==> src/rtl/cntr8_pkg.sv <==
// Shared definitions for the 8-bit counter and its command generator.
// Op codes and FSM state encodings.
package cntr8_pkg;

  typedef enum logic [1:0] {
    OP_LOAD = 2'b00,
    OP_INC  = 2'b01,
    OP_DEC  = 2'b10,
    OP_HOLD = 2'b11
  } op_e;

  typedef enum logic [1:0] {
    ST_IDLE = 2'b00,
    ST_RUN  = 2'b01,
    ST_DONE = 2'b10
  } state_e;

endpackage

==> src/rtl/cmd_ns_logic.sv <==
// Next-state and remaining-count logic for the counter command generator.
// The effective run length is computed here on acceptance.
import cntr8_pkg::*;

module cmd_ns_logic #(
  parameter int LEN_W = 4
) (
  input  state_e           state_q,
  input  logic             cmd_valid,
  input  logic [1:0]       cmd_op,
  input  logic [LEN_W-1:0] cmd_len,
  input  logic [LEN_W:0]   rem_q,
  output state_e           state_d,
  output logic [LEN_W:0]   rem_d
);

  logic [LEN_W:0] eff_len;

  always_comb begin
    eff_len = {1'b0, cmd_len};
    if (cmd_op == OP_LOAD)
      eff_len = (LEN_W+1)'(1);
    else if (cmd_len == '0)
      eff_len = {1'b1, {LEN_W{1'b0}}};
  end

  always_comb begin
    state_d = state_q;
    rem_d   = rem_q;
    unique case (state_q)
      ST_IDLE: begin
        if (cmd_valid) begin
          state_d = ST_RUN;
          rem_d   = eff_len;
        end
      end
      ST_RUN: begin
        rem_d = rem_q - (LEN_W+1)'(1);
        if (rem_q == (LEN_W+1)'(1))
          state_d = ST_DONE;
      end
      ST_DONE: state_d = ST_IDLE;
      default: state_d = ST_IDLE;
    endcase
  end

endmodule

==> src/rtl/cntr8_cmd_gen.sv <==
// Command generator driving an 8-bit up/down/load counter,
// with a shadow model of the counter value.
import cntr8_pkg::*;

module cntr8_cmd_gen #(
  parameter int LEN_W = 4
) (
  input  logic             clk,
  input  logic             reset_n,
  input  logic             cmd_valid,
  output logic             cmd_ready,
  input  logic [1:0]       cmd_op,
  input  logic [7:0]       cmd_data,
  input  logic [LEN_W-1:0] cmd_len,
  output logic             load,
  output logic             inc,
  output logic [7:0]       d_in,
  output logic [7:0]       exp_cnt,
  output logic             busy,
  output logic             done
);

  state_e         state_q, state_d;
  op_e            op_q, op_d;
  logic [7:0]     data_q, data_d;
  logic [7:0]     cnt_q, cnt_d;
  logic [LEN_W:0] rem_q, rem_d;
  logic           hs;

  assign cmd_ready = (state_q == ST_IDLE);
  assign hs        = cmd_valid & cmd_ready;
  assign exp_cnt   = cnt_q;
  assign busy      = (state_q != ST_IDLE);
  assign done      = (state_q == ST_DONE);

  cmd_ns_logic #(.LEN_W(LEN_W)) u_ns (
    .state_q  (state_q),
    .cmd_valid(cmd_valid),
    .cmd_op   (cmd_op),
    .cmd_len  (cmd_len),
    .rem_q    (rem_q),
    .state_d  (state_d),
    .rem_d    (rem_d)
  );

  always_comb begin
    op_d   = op_q;
    data_d = data_q;
    if (hs) begin
      op_d   = op_e'(cmd_op);
      data_d = cmd_data;
    end
  end

  // The counter cannot hold, so idle cycles reload its own value.
  always_comb begin
    load = 1'b1;
    inc  = 1'b0;
    d_in = cnt_q;
    if (state_q == ST_RUN) begin
      unique case (op_q)
        OP_LOAD: d_in = data_q;
        OP_INC: begin
          load = 1'b0;
          inc  = 1'b1;
        end
        OP_DEC:  load = 1'b0;
        default: d_in = cnt_q;
      endcase
    end
  end

  always_comb begin
    if (load)
      cnt_d = d_in;
    else if (inc)
      cnt_d = cnt_q + 8'd1;
    else
      cnt_d = cnt_q - 8'd1;
  end

  always_ff @(posedge clk or negedge reset_n) begin
    if (!reset_n) begin
      state_q <= ST_IDLE;
      op_q    <= OP_HOLD;
      data_q  <= 8'h00;
      cnt_q   <= 8'h00;
      rem_q   <= '0;
    end else begin
      state_q <= state_d;
      op_q    <= op_d;
      data_q  <= data_d;
      cnt_q   <= cnt_d;
      rem_q   <= rem_d;
    end
  end

endmodule

==> config.mk <==
export PLATFORM = sky130hd
export DESIGN_NAME = cntr8_cmd_gen
export DESIGN_NICKNAME = d
export VERILOG_FILES = /design/src/rtl/cntr8_pkg.sv /design/src/rtl/cmd_ns_logic.sv /design/src/rtl/cntr8_cmd_gen.sv
export SDC_FILE = /design/constraint.sdc
export NUM_CORES = 1
export LEC_CHECK = 0
export CORE_MARGIN = 3
export CORE_UTILIZATION = 31
export CTS_BUF_LIST = sky130_fd_sc_hd__clkbuf_16
export DETAILED_ROUTE_END_ITERATION = 6
export PLACE_DENSITY = 0.62
export SYNTH_ARGS = -nofsm -noshare
export SYNTH_HDL_FRONTEND = slang
export SYNTH_HIERARCHICAL = 1
export SYNTH_SLANG_ARGS = --single-unit
==> constraint.sdc <==
create_clock -name clk -period 3.15 [get_ports clk]
set_clock_uncertainty 0.05 [all_clocks]
set_input_delay 0.63 -clock clk [delete_from_list [all_inputs] [get_ports clk]]
set_output_delay 0.63 -clock clk [all_outputs]
set_load 0.005 [all_outputs]
[Word level (Yosys, flattened, before mapping)]
Cells that the tools add are included.
Storage, ports and cells
  flip-flop bits (word level): 25
  bits in latches: 0
  memory bits (writable): 0
  bits in read-only memories: 0
  memories: 0
Operators by class
  add/subtract/negate cells: 3
  $mul: 0
  divide/modulo/power cells: 0
  magnitude comparators: 0
  equal/unequal tests: 7
  shift-type cells: 0
  multiplexer cells: 15
  bitwise operators: 1
  reductions and logical operators: 9
Operators by type and width (number)
  $mux W8: 4
  $mux W5: 3
  $pmux W5 S2: 1
  $add A8 B1 Y8 const B: 1
  $sub A8 B1 Y8 const B: 1
  $logic_not A2 Y1: 3
  $eq A5 B1 Y1 const B: 1
  $sub A5 B1 Y5 const B: 1
  $eq A2 B1 Y1 const B: 2
  $eq A2 B2 Y1 const B: 2
  $logic_not A4 Y1: 1
  $mux W1: 4
  $mux W2: 2
  $pmux W2 S2: 1
  $reduce_and A2 Y1: 2
  $reduce_bool A2 Y1: 2
  $ne A2 B1 Y1 const B: 1
  $ne A2 B2 Y1 const B: 1
  $reduce_or A2 Y1: 1
  $and A1 B1 Y1: 1

[Logic depth before layout (Yosys ltp)]
Gate-level depths: netlist (run 1).
  word-level depth: 5
  mapped depth: 9
  gate-level depth less buffers: 9

[Cells and area by module]
The synthesis (run 1) kept the hierarchy.
By module, submodules not included
  cntr8_cmd_gen: instances 1, cells an instance 102, area an instance 1292.5 sq um
  cmd_ns_logic: instances 1, cells an instance 38, area an instance 245.2 sq um

[Least setup slack after synthesis (run 1)]
No wires, ideal clock.
  kind: register to register
  start point: register state_q[1]
  end point: register cnt_q[7], in the netlist exp_cnt[7]
  arrival time: 2008 ps
  required time: 2976 ps
  setup slack: 968 ps
  cell stages (with the launch flop): 9
  clock period less this slack: 2182 ps
  cells stage by stage: dfrtp_1 > nor2b_4 > nand2_1 > ha_1 > nand2_1 > o31ai_1 > a31oi_1 > xnor2_1 > o21ai_1
On the way
  cells in the longest elaborated chain, start to end: 4
RTL lines
  start: declaration: RTL line cntr8_cmd_gen.sv:23  | state_e state_q, state_d;
  start signal: assignment: RTL line cntr8_cmd_gen.sv:90  | state_q <= state_d;
  $eq A2 B1 Y1 (*): RTL line cntr8_cmd_gen.sv:60  | if (state_q == ST_RUN) begin
  $mux W1: RTL line cntr8_cmd_gen.sv:60
  $mux W8: RTL line cntr8_cmd_gen.sv:76  | else if (inc)
  $mux W8 (*): RTL line cntr8_cmd_gen.sv:74  | if (load)
  via cnt_d[7]: RTL line cntr8_cmd_gen.sv:26  | logic [7:0] cnt_q, cnt_d;
  end signal: assignment: RTL line cntr8_cmd_gen.sv:93  | cnt_q <= cnt_d;
  end: declaration: RTL line cntr8_cmd_gen.sv:26
The timed path passes the listed nets; every way through them passes the cells marked *.
A chain may end at the register's enable or synchronous reset.

[Worst setup path in the final report (run 1)]
  start point: register op_q[0]
  end point: output port d_in[5]
On the way
  cells in the longest elaborated chain, start to end: 3
RTL lines
  start: declaration: RTL line cntr8_cmd_gen.sv:24  | op_e op_q, op_d;
  start signal: assignment: RTL line cntr8_cmd_gen.sv:91  | op_q <= op_d;
  $logic_not A2 Y1: RTL line cntr8_cmd_gen.sv:61  | unique case (op_q)
  $mux W8: RTL line cntr8_cmd_gen.sv:61
  $mux W8: RTL line cntr8_cmd_gen.sv:60
  end: declaration: RTL line cntr8_cmd_gen.sv:17  | output logic [7:0] d_in,
No other way between the ends.

==> results of run 1 <==
-- cell families after synthesis --
| group | synth area share (%) |
|---|---|
| xor gates and xnor gates | 4.56 |
| and+or+nand+nor | 11.6 |
| buffers and inverters | 3.82 |
| adders and majority gates | 10.3 |
| muxes | 16.8 |
| AOI/OAI and AO/OA | 12.1 |
| DFF | 40.8 |
-- power by group through the flow --
stage	registers (mW)	logic, mW	clock network, mW
floorplan	0.616	1.10	0
global placement	0.650	1.61	0
detailed placement	0.656	1.66	0
CTS	0.651	1.66	0.290
global route	0.673	1.84	0.307
finish	0.650	1.64	0.277
-- sequential cells by signal, indices dropped and copies added (netlist names) --
| name | flops |
|---|---|
| exp_cnt | 8 |
| op_q | 2 |
| data_q | 8 |
| rem_q | 5 |
| state_q | 2 |
-- synthesized netlist by cell type (3+ instances only) --
| cell | n |
|---|---|
| dfrtp_1 | 23 |
| mux2_2 | 15 |
| nand2_1 | 12 |
| ha_1 | 11 |
| o21ai_0 | 10 |
| inv_1 | 9 |
| nor2_1 | 7 |
| mux2_4 | 6 |
| xnor2_1 | 5 |
| a21oi_1 | 4 |
| xor2_1 | 3 |
-- per-layer routing --
layer  up-vias  track usage, %
met5         -               0
met4         0            4.89
met3         8            3.07
met2        38            21.9
met1       591            14.0
li1        569               -
-- final timing paths --
kind | from | to | slack (ns) | cells after the start
worst max register to register | state_q[0] | exp_cnt[7] | 0.53 | 8
worst min register to register | data_q[5] | data_q[5] | 0.46 | 1
worst max-delay path | op_q[0] | d_in[5] | 0.43 | 5
max in group asynchronous | reset_n | op_q[0] | 2.07 | 2
min in group asynchronous | reset_n | rem_q[0] | 0.69 | 2
worst min-delay path | data_q[5] | data_q[5] | 0.46 | 1
-- through the flow --
| stage | total power [mW] | area, µm² |
|---|---|---|
| detailed placement | 2.32 | 1980 |
| CTS | 2.60 | 2060 |
| global placement | 2.26 | 1980 |
| global route | 2.82 | 2060 |
| finish | 2.57 | 2060 |
| floorplan | 1.71 | 1540 |
-- area by class of cell --
type	count	area share [%]
multi-input combinational	102	41.3
tap	65	3.94
inverter	10	1.82
clock buffer	3	3.64
clock inverter	1	0.182
sequential	25	30.5
timing repair buffer	39	18.7
==> flow_summary.json, run 1 <==
{
  "synth.yosys.seq_area_share_pct": 40.8,
  "top_layer": "met4",
  "synth_top_area_share_pct": 37.4,
  "max_freq_ghz": 0.368,
  "die_area_um2": 5840,
  "syn_area_um2": 1540,
  "seqCellArea_um2": 628,
  "htreeDepth": 1,
  "synth_edf_count": 0,
  "comb_power_share_pct": 64.0,
  "drc": 0,
  "tightest_slew_ns": 0.418,
  "swShare_pct": 37.2,
  "hold_class": "reg2reg",
  "critPathCaptureType": "primary output",
  "pwr-share-seq_pct": 25.3,
  "worst_slack_ns": 0.433,
  "grt_max_degree": 26,
  "finalCritPeriodShare_pct": 86.3,
  "grt_remaining_overflow": 0,
  "cts_root_buf": "clkbuf_16",
  "place_ws_ns": 0.542,
  "critical_path.startpoint_type": "register",
  "power.density_nw_per_um2": 1250,
  "path_delay_family": "flip-flops",
  "fillers": 451,
  "cpMaxStageDelayCell": "dfstp_2",
  "crit_type": "reg2out",
  "finalMaxSlewViolations": 0,
  "synth.area.top_cells": "dfrtp_1 (37%), mux2_2 (11%), ha_1 (9.0%), mux2_4 (5.9%), dfstp_2 (3.4%)",
  "cts_made_buffers": 3,
  "wl_met3_um": 199,
  "final_cell_mix": "clkdlybuf4s50_1 (37), dfrtp_1 (23), mux2_2 (15)",
  "drive_gt1_share_pct": 20.0,
  "fin_cells": 245,
  "diodes": 0,
  "cpPeakStageDelay_ns": 0.53,
  "drt_iter0_markers": 48,
  "insertion_delay_ns": 0.25,
  "crit_fanout": 8,
  "clk_pin_slew_ns": 0.06,
  "final_nets": 210,
  "synthCells": 140,
  "gp_congestion": 0.881,
  "ys_ff_latch": 25,
  "cts_tree": "yes",
  "multiInputGateArea_um2": 851,
  "core_um2": 4560,
  "grt_pass1_vias": 1297,
  "wl_um": 3390,
  "whs_ns": 0.457,
  "pwr-share-clk_pct": 10.8,
  "clk_path_buf_depth": 2,
  "postCtsSetupBuffers": 0,
  "die_w_um": 76.4,
  "slew_headroom_pct": 72.0,
  "p_int_mw": 1.61,
  "grt_pass1_wl_um": 5940,
  "num_io_pins": 38,
  "outcome": "finished, final reports clean",
  "met1Wirelength_um": 1460,
  "path_buf_inv": 2,
  "holdBufCountCts": 0,
  "syn_avg_cell_area_um2": 11.0,
  "drt-wirelength-per-cell_um": 13.8,
  "synth-warning-count": 6,
  "crit_chain": "inv_1, ha_1, nand2_4, mux2_2, clkdlybuf4s50_1",
  "fin_util_pct": 45.2,
  "via_count": 1206,
  "first_pass_iters": 4,
  "hpwl_um": 2640,
  "grtUsageTotal_pct": 12.3,
  "tns_ns": 0,
  "ys_types": 40,
  "peakVddDrop_uv": 453,
  "syn-num-nets": 169,
  "syn_to_final_growth_pct": 34.1,
  "clock_sinks": 25,
  "p_sw_uw": 954,
  "p_leak_nw": 0.913,
  "hold_violations": 0,
  "antenna_found_initial": 0,
  "routed_via_density": 4.92,
  "start_util_pct": 33.7,
  "drv_cap": 0,
  "finalSetupViolations": 0,
  "synth-main-ff-cell": "dfrtp_1",
  "rows": 24,
  "wl_met2_um": 1670,
  "rsz0062_at_grt": "false",
  "layout.cells.most_common": "clkdlybuf4s50_1",
  "postRouteAntennaNets": 0,
  "placedCellCount": 241,
  "synth_area_leader_cell": "dfrtp_1",
  "worstPathRequired_ns": 2.47,
  "fin_crit_ns": 2.72,
  "die_h_um": 76.4,
  "synthArstFlopShare_pct": 100,
  "io_buffers": 37,
  "ctsResizeCount": 0,
  "critPathArrivalTime_ns": 2.04
}
Power figures use the tool's default switching activity.
==> run 2, diff against run 1 <==
ABC_CLOCK_PERIOD_IN_PS = 3150   (was default)
TNS_END_PERCENT = 20   (was default)
==> results of run 2 <==
Same layout as run 1: the final DEF is identical, and so are final timing and power.
==> run 3, diff against run 2 <==
CAP_MARGIN = 10   (was default)
==> results of run 3 <==
Same layout as run 1: the final DEF is identical, and so are final timing and power.
